==> src/rtl/softmax_ctrl_pkg.sv <==
// Shared types and widths for the softmax frame controller.
// State encoding, beat/frame counter widths, watchdog width.
package softmax_ctrl_pkg;

  localparam int BEAT_W      = 8;
  localparam int FRAME_CNT_W = 16;
  localparam int WD_W        = 16;

  typedef enum logic [2:0] {
    ST_IDLE,
    ST_LOAD,
    ST_DISC,
    ST_PROC,
    ST_FLUSH
  } state_e;

endpackage

==> src/rtl/softmax_watchdog.sv <==
// Loadable down-counter with enable; expired_o while enabled at zero.
// Ports: clk, rst_n, load_i/load_val_i, en_i, expired_o.
module softmax_watchdog
  import softmax_ctrl_pkg::*;
#(
  parameter int W = WD_W
) (
  input  logic         clk,
  input  logic         rst_n,
  input  logic         load_i,
  input  logic [W-1:0] load_val_i,
  input  logic         en_i,
  output logic         expired_o
);

  logic [W-1:0] cnt_q;
  logic [W-1:0] cnt_d;

  always_comb begin
    cnt_d = cnt_q;
    if (load_i) begin
      cnt_d = load_val_i;
    end else if (en_i && (cnt_q != '0)) begin
      cnt_d = cnt_q - 1'b1;
    end
  end

  // Independent of load_i so the parent can choose
  // load-vs-expire without a combinational loop.
  assign expired_o = en_i && (cnt_q == '0);

  always_ff @(posedge clk or negedge rst_n) begin
    if (!rst_n) begin
      cnt_q <= '0;
    end else begin
      cnt_q <= cnt_d;
    end
  end

endmodule

==> src/rtl/softmax_frame_ctrl_16.sv <==
// Frame sequencer around the paired softmax core: admits one frame,
// caps its length, matches beat counts, watchdogs the core, flushes it.
// Ports: s_axis_* upstream, core_s_* to core, core_m_* from core,
// m_axis_* downstream, core_rst_n_o, busy/done/error status, frame count.
module softmax_frame_ctrl_16
  import softmax_ctrl_pkg::*;
#(
  parameter int DATA_SIZE      = 16,
  parameter int MAX_BEATS      = 128,
  parameter int TIMEOUT_CYCLES = 4096,
  parameter int FLUSH_CYCLES   = 4
) (
  input  logic                     axi_clock_i,
  input  logic                     axi_reset_n_i,
  input  logic                     s_axis_valid_i,
  input  logic                     s_axis_last_i,
  input  logic [2*DATA_SIZE-1:0]   s_axis_data_i,
  output logic                     s_axis_ready_o,
  output logic                     core_s_valid_o,
  output logic                     core_s_last_o,
  output logic [2*DATA_SIZE-1:0]   core_s_data_o,
  input  logic                     core_s_ready_i,
  input  logic                     core_m_valid_i,
  input  logic                     core_m_last_i,
  input  logic [2*DATA_SIZE-1:0]   core_m_data_i,
  output logic                     core_m_ready_o,
  output logic                     m_axis_valid_o,
  output logic                     m_axis_last_o,
  output logic [2*DATA_SIZE-1:0]   m_axis_data_o,
  input  logic                     m_axis_ready_i,
  output logic                     core_rst_n_o,
  output logic                     busy_o,
  output logic                     frame_done_o,
  output logic                     err_len_o,
  output logic                     err_cnt_o,
  output logic                     err_timeout_o,
  input  logic                     err_clear_i,
  output logic [FRAME_CNT_W-1:0]   frame_count_o
);

  localparam logic [BEAT_W-1:0] MAX_B   = BEAT_W'(MAX_BEATS);
  localparam logic [WD_W-1:0]   TO_LOAD = WD_W'(TIMEOUT_CYCLES - 1);
  localparam logic [WD_W-1:0]   FL_LOAD = WD_W'(FLUSH_CYCLES - 1);

  state_e                   state_q, state_d;
  logic [BEAT_W-1:0]        in_cnt_q, in_cnt_d;
  logic [BEAT_W-1:0]        out_cnt_q, out_cnt_d;
  logic                     err_len_q, err_len_d;
  logic                     err_cnt_q, err_cnt_d;
  logic                     err_to_q, err_to_d;
  logic                     frame_done_q, frame_done_d;
  logic [FRAME_CNT_W-1:0]   frame_count_q, frame_count_d;

  logic              s_ready, core_s_valid, core_s_last;
  logic              m_valid, m_last, core_m_ready;
  logic              s_hs, m_hs, at_cap;
  logic              ev_len, ev_cnt, ev_to;
  logic [BEAT_W-1:0] in_next;
  logic              wd_load, wd_en, wd_expired;
  logic [WD_W-1:0]   wd_val;

  softmax_watchdog #(
    .W (WD_W)
  ) u_wd (
    .clk        (axi_clock_i),
    .rst_n      (axi_reset_n_i),
    .load_i     (wd_load),
    .load_val_i (wd_val),
    .en_i       (wd_en),
    .expired_o  (wd_expired)
  );

  always_comb begin
    state_d       = state_q;
    in_cnt_d      = in_cnt_q;
    out_cnt_d     = out_cnt_q;
    frame_done_d  = 1'b0;
    frame_count_d = frame_count_q;
    ev_len        = 1'b0;
    ev_cnt        = 1'b0;
    ev_to         = 1'b0;
    wd_load       = 1'b0;
    wd_val        = TO_LOAD;
    wd_en         = 1'b0;
    s_ready       = 1'b0;
    core_s_valid  = 1'b0;
    core_s_last   = 1'b0;
    m_valid       = 1'b0;
    m_last        = 1'b0;
    core_m_ready  = 1'b0;
    s_hs          = 1'b0;
    m_hs          = 1'b0;
    in_next = (state_q == ST_IDLE) ? BEAT_W'(1)
                                   : in_cnt_q + 1'b1;
    at_cap  = (in_next == MAX_B);

    // Output path open in LOAD/DISC/PROC only.
    if ((state_q == ST_LOAD) || (state_q == ST_DISC) ||
        (state_q == ST_PROC)) begin
      m_valid      = core_m_valid_i;
      m_last       = core_m_last_i;
      core_m_ready = m_axis_ready_i;
      m_hs         = core_m_valid_i && m_axis_ready_i;
      if (m_hs) begin
        out_cnt_d = out_cnt_q + 1'b1;
      end
    end

    unique case (state_q)
      ST_IDLE, ST_LOAD: begin
        if (state_q == ST_IDLE) begin
          out_cnt_d = '0;
        end
        s_ready      = core_s_ready_i;
        core_s_valid = s_axis_valid_i;
        // Truncate by forcing last on the cap beat.
        core_s_last  = s_axis_last_i || at_cap;
        s_hs         = s_axis_valid_i && core_s_ready_i;
        if (s_hs) begin
          in_cnt_d = in_next;
          if (s_axis_last_i) begin
            state_d = ST_PROC;
            wd_load = 1'b1;
          end else if (at_cap) begin
            ev_len  = 1'b1;
            state_d = ST_DISC;
          end else begin
            state_d = ST_LOAD;
          end
        end
      end
      ST_DISC: begin
        s_ready = 1'b1;
        if (s_axis_valid_i && s_axis_last_i) begin
          state_d = ST_PROC;
          wd_load = 1'b1;
        end
      end
      ST_PROC: begin
        wd_en = 1'b1;
        if (m_hs) begin
          wd_load = 1'b1;
          if (core_m_last_i) begin
            frame_done_d  = 1'b1;
            frame_count_d = frame_count_q + 1'b1;
            ev_cnt  = (out_cnt_q + 1'b1) != in_cnt_q;
            state_d = ST_IDLE;
          end
        end else if (wd_expired) begin
          ev_to   = 1'b1;
          wd_load = 1'b1;
          wd_val  = FL_LOAD;
          state_d = ST_FLUSH;
        end
      end
      ST_FLUSH: begin
        wd_en = 1'b1;
        if (wd_expired) begin
          state_d   = ST_IDLE;
          in_cnt_d  = '0;
          out_cnt_d = '0;
        end
      end
      default: begin
        state_d = ST_IDLE;
      end
    endcase

    // A new error in the clearing cycle keeps its flag set.
    err_len_d = (err_len_q && !err_clear_i) || ev_len;
    err_cnt_d = (err_cnt_q && !err_clear_i) || ev_cnt;
    err_to_d  = (err_to_q  && !err_clear_i) || ev_to;
  end

  always_ff @(posedge axi_clock_i or negedge axi_reset_n_i) begin
    if (!axi_reset_n_i) begin
      state_q       <= ST_IDLE;
      in_cnt_q      <= '0;
      out_cnt_q     <= '0;
      err_len_q     <= 1'b0;
      err_cnt_q     <= 1'b0;
      err_to_q      <= 1'b0;
      frame_done_q  <= 1'b0;
      frame_count_q <= '0;
    end else begin
      state_q       <= state_d;
      in_cnt_q      <= in_cnt_d;
      out_cnt_q     <= out_cnt_d;
      err_len_q     <= err_len_d;
      err_cnt_q     <= err_cnt_d;
      err_to_q      <= err_to_d;
      frame_done_q  <= frame_done_d;
      frame_count_q <= frame_count_d;
    end
  end

  // Handshake outputs are forced low while reset is asserted,
  // since IDLE would otherwise pass core_s_ready_i through.
  assign s_axis_ready_o = s_ready      && axi_reset_n_i;
  assign core_s_valid_o = core_s_valid && axi_reset_n_i;
  assign core_m_ready_o = core_m_ready && axi_reset_n_i;
  assign m_axis_valid_o = m_valid      && axi_reset_n_i;
  assign core_s_last_o  = core_s_last;
  assign m_axis_last_o  = m_last;
  assign core_s_data_o  = s_axis_data_i;
  assign m_axis_data_o  = core_m_data_i;
  assign core_rst_n_o   = (state_q != ST_FLUSH);
  assign busy_o         = (state_q != ST_IDLE);
  assign frame_done_o   = frame_done_q;
  assign err_len_o      = err_len_q;
  assign err_cnt_o      = err_cnt_q;
  assign err_timeout_o  = err_to_q;
  assign frame_count_o  = frame_count_q;

endmodule

==> config.mk <==
export PLATFORM = sky130hd
export DESIGN_NAME = softmax_frame_ctrl_16
export DESIGN_NICKNAME = d
export VERILOG_FILES = /design/src/rtl/softmax_ctrl_pkg.sv /design/src/rtl/softmax_watchdog.sv /design/src/rtl/softmax_frame_ctrl_16.sv
export SDC_FILE = /design/constraint.sdc
export NUM_CORES = 1
export LEC_CHECK = 0
export CAP_MARGIN = 20
export CORE_ASPECT_RATIO = 0.75
export CORE_MARGIN = 10
export CORE_UTILIZATION = 40
export DETAILED_ROUTE_END_ITERATION = 6
export PLACE_DENSITY = 0.77
export REMOVE_ABC_BUFFERS = 1
export SETUP_SLACK_MARGIN = 0.05
export SYNTH_ARGS = -nofsm -noshare
export SYNTH_HDL_FRONTEND = slang
export SYNTH_SLANG_ARGS = --single-unit
==> constraint.sdc <==
create_clock -name axi_clock_i -period 3.7 [get_ports axi_clock_i]
set_input_delay 0.74 -clock axi_clock_i [delete_from_list [all_inputs] [get_ports axi_clock_i]]
set_output_delay 0.74 -clock axi_clock_i [all_outputs]
set_load 0.02 [all_outputs]
==> impl_metrics.csv, run 1 <==
group,metric,value,unit
route,via_per_inst,5.66,
clocking,clk_pin_slew,70,ps
timing,slew_viol_final,0,
floorplanning,die_h,104,um
finish,nFillCells,943,
route,drtIter0Drc,221,
clocking,post_cts_buffers,0,
worst_setup_path,path_class,"flop to output port",
grt,grt_antenna_before_repair,0,
worst_setup_path,r2r_end,"in_cnt_q[4]$_DFFE_PN0P_",
worst_setup_path,worstPathMaxFanout,9,
finish,nNetsFinal,465,
route,drt_wl_total,13.0,mm
worst_setup_path,start_kind,"flop",
grt,grt_pass1_vias,2825,
floorplanning,ioPinCount,165,
worst_setup_path,arrival,2680,ps
power_and_ir_drop,p_switching,0.000791,W
route,ant_nets,0,
timing,finClkSkew,5.10,ps
min_path,hp-class,"input port to asynchronous set/reset pin",
worst_setup_path,worstRegToRegCells,5,
clocking,hold_buffers,0,
clocking,htreeDepth,2,
clocking,cts_buffers,5,
worst_setup_path,crit_path_top_delay_cell,"clkdlybuf4s50_1",
timing,finalSetupTns,0,ps
finish,synthToLayoutAreaGrowth,4.40,%
flow_run,max-cap-violations,0,
power_and_ir_drop,clock_power_share,23.8,%
timing,report.final.hold_viol_count,0,
yosys,synth_flop_cell,"dfrtp_1",
worst_setup_path,critical_path.cell_chain,"and4_1, nand4_1, nand3b_1, a211o_1, a21boi_0, clkdlybuf4s50_1",
placement,place_inst,508,
power_and_ir_drop,ir_drop,242,uV
finish,n_antenna_cell,0,
placement,gp_congestion,0.854,
power_and_ir_drop,p_int,0.00126,W
clocking,cts_tree,"built",
floorplanning,core,9080,um^2
clocking,cts_root_buf,"clkbuf_16",
finish,drive_above_1_share,6.44,%
placement,port_buffers,36,
grt,grt_pass1_wl,19.1,mm
timing,fmax,0.292,GHz
route,drtPass1Iterations,4,
yosys,yosys_warnings,0,
floorplanning,start_util,41.0,%
floorplanning,die-area,13600,um^2
clocking,clockBufferDepth,2,
placement,hpwlAfterDp,9.82,mm
yosys,synth_seq_area_share,36.9,%
power_and_ir_drop,p_seq_share,39.6,%
grt,overflow,0,
route,num_vias,2922,
power_and_ir_drop,p_leak,1.57,nW
timing,finalCriticalPeriod,3420,ps
power_and_ir_drop,p_comb_share,36.7,%
finish,instances_no_fill,516,
run_status,status,"complete, no violations",
clocking,clock_latency,300,ps
finish,multi_input_area,1760,um^2
yosys,synthesis.area,3730,um^2
power_and_ir_drop,switching_share,38.5,%
timing,rsz0062_at_grt,"false",
finish,regArea,1380,um^2
timing,post-route-period-util,92.6,%
clocking,cts.sinks,55,
power_and_ir_drop,p_total,0.00205,W
timing,worst_slew_pin_slew,862,ps
yosys,netlist_instances,414,
yosys,yosys_register_bits,55,
yosys,synth_edf_count,0,
clocking,cts_resized,0,
yosys,ys_async_sr_fraction,100,%
power_and_ir_drop,power_density,528,nW/um^2
worst_setup_path,worst_ep_required_time,2960,ps
yosys,syn_area_per_cell,9.00,um^2
worst_setup_path,end_kind,"output port",
worst_setup_path,rrSetupSlack,1180,ps
route,drc,0,
timing,slew_headroom,42.0,%
route,wl_per_cell,25.1,um
grt,grt_use_total,18.3,%
timing,hold_ws,402,ps
worst_setup_path,max_stage_delay,650,ps
timing,setup_viol,0,
worst_setup_path,reg2reg_from,"u_wd.cnt_q[4]$_DFFE_PN0P_",
floorplanning,fp.dieW,131,um
grt,grt_max_degree,38,
floorplanning,row_count,30,
yosys,ys_types,62,
-- power by group through the flow --
stage	clock network, W	registers [W]	logic [W]
floorplan	0	0.000830	0.000468
global placement	0	0.000814	0.000731
detailed placement	0	0.000821	0.000748
CTS	0.000497	0.000811	0.000751
global route	0.000528	0.000829	0.000835
finish	0.000488	0.000812	0.000753
-- worst max-delay path by stage --
stage | slack (ps) | startpoint | end | cells after the start
2_1_floorplan | 1100 | in_cnt_q[3]$_DFFE_PN0P_ | core_s_last_o | 5
3_3_place_gp | 730 | in_cnt_q[3]$_DFFE_PN0P_ | core_s_last_o | 6
3_5_place_dp | 590 | in_cnt_q[3]$_DFFE_PN0P_ | core_s_last_o | 6
4_1_cts | 270 | in_cnt_q[3]$_DFFE_PN0P_ | core_s_last_o | 6
5_1_grt | 60 | in_cnt_q[3]$_DFFE_PN0P_ | core_s_last_o | 6
6_report | 280 | in_cnt_q[3]$_DFFE_PN0P_ | core_s_last_o | 6
-- sequential cells by signal (all words and copies together), names as in the netlist --
signal	cells
in_cnt_q	8
u_wd.cnt_q	16
out_cnt_q	8
frame_count_o	16
frame_done_o	1
state_q	3
err_cnt_o	1
err_timeout_o	1
err_len_o	1
-- cells in the final DEF (no fill, tap or decap), types with 6 or more instances in the layout --
master / Yosys / layout
a21oi_1: 22 / 22
and3_1: 6 / 6
clkdlybuf4s50_1: 0 / 35
dfrtp_1: 55 / 55
inv_1: 15 / 15
nand2_1: 30 / 30
nand3_1: 19 / 19
nand4_1: 8 / 8
nor2_1: 31 / 31
nor2b_1: 6 / 6
nor3_1: 10 / 10
o21ai_0: 12 / 12
xnor2_1: 28 / 28
xor2_1: 11 / 11
-- logic make-up after synthesis --
group,after synthesis,share of synthesized area [%]
XOR/XNOR,39,9.17
AND/OR/NAND/NOR,146,21.3
flip-flops,55,36.9
AO/OA/AOI/OAI,73,13.4
adder cells (fa/ha/maj),5,1.68
multiplexers,6,1.68
buffers and inverters,90,15.9
-- synthesized netlist by cell type (all sizes together), types with 4 or more instances --
cell type   n  area share [%]
and4        5             1.2
ha          5             1.7
mux2i       4             1.1
dfrtp      55              37
xnor2      28             6.6
or3         5            0.84
clkbuf      7            0.74
nor4        5             1.4
nor2b       6             1.0
nand2      30             3.0
nand3      19             2.6
inv        15             1.5
and3        6             1.0
a31oi       5            0.84
xor2       11             2.6
o31ai       4            0.94
buf        68              14
nand4       8             1.3
o21ai      14             1.9
a21oi      23             3.2
nor2       31             3.1
and2        5            0.84
nor3       12             1.9
-- metal layers --
metal / share of wire (%) / up-vias / track usage (%)
met5: 1.4 / - / 11.1
met4: 0.80 / 6 / 3.01
met3: 16 / 14 / 14.1
met2: 35 / 151 / 20.7
met1: 48 / 1419 / 24.9
li1: - / 1332 / -
-- through the flow --
stage	setup WS (ps)	util (%)	instance area, um^2
after floorplan	1100	-	3190
after global placement	732	41.2	3740
after detailed placement	588	41.2	3740
after CTS	266	42.8	3890
after global routing	55.8	42.8	3890
final	275	42.8	3890
-- critical path, delay by kind of cell (launching register included) --
family,cells,cell delay (ps)
and+or+nand+nor,3,670
buffers and inverters,1,650
AOI/OAI and AO/OA,2,560
DFF,1,510
-- layout make-up --
class / count / area share [%]
clock inverters: 3 / 0.579
repair buffers: 41 / 10.1
well taps: 128 / 4.12
clock buffers: 5 / 3.22
inverters: 15 / 1.45
flip-flops and latches: 55 / 35.4
multi-input cells: 269 / 45.2
No activity file was read; power rests on OpenSTA's default activity.
==> inputs of run 2 (changes only) <==
--- a/config.mk
+++ b/config.mk
@@ -5,6 +5,7 @@
 export SDC_FILE = /design/constraint.sdc
 export NUM_CORES = 1
 export LEC_CHECK = 0
+export ABC_CLOCK_PERIOD_IN_PS = 3700
 export CAP_MARGIN = 20
 export CORE_ASPECT_RATIO = 0.75
 export CORE_MARGIN = 10
==> results of run 2 <==
Same layout as run 1: the final DEF is identical, and so are final timing and power.
==> inputs of run 3 (changes only) <==
--- a/config.mk
+++ b/config.mk
@@ -14,6 +14,7 @@
 export PLACE_DENSITY = 0.77
 export REMOVE_ABC_BUFFERS = 1
 export SETUP_SLACK_MARGIN = 0.05
+export SLEW_MARGIN = 20
 export SYNTH_ARGS = -nofsm -noshare
 export SYNTH_HDL_FRONTEND = slang
 export SYNTH_SLANG_ARGS = --single-unit
==> results of run 3 <==
Same layout as run 1: the final DEF is identical, and so are final timing and power.
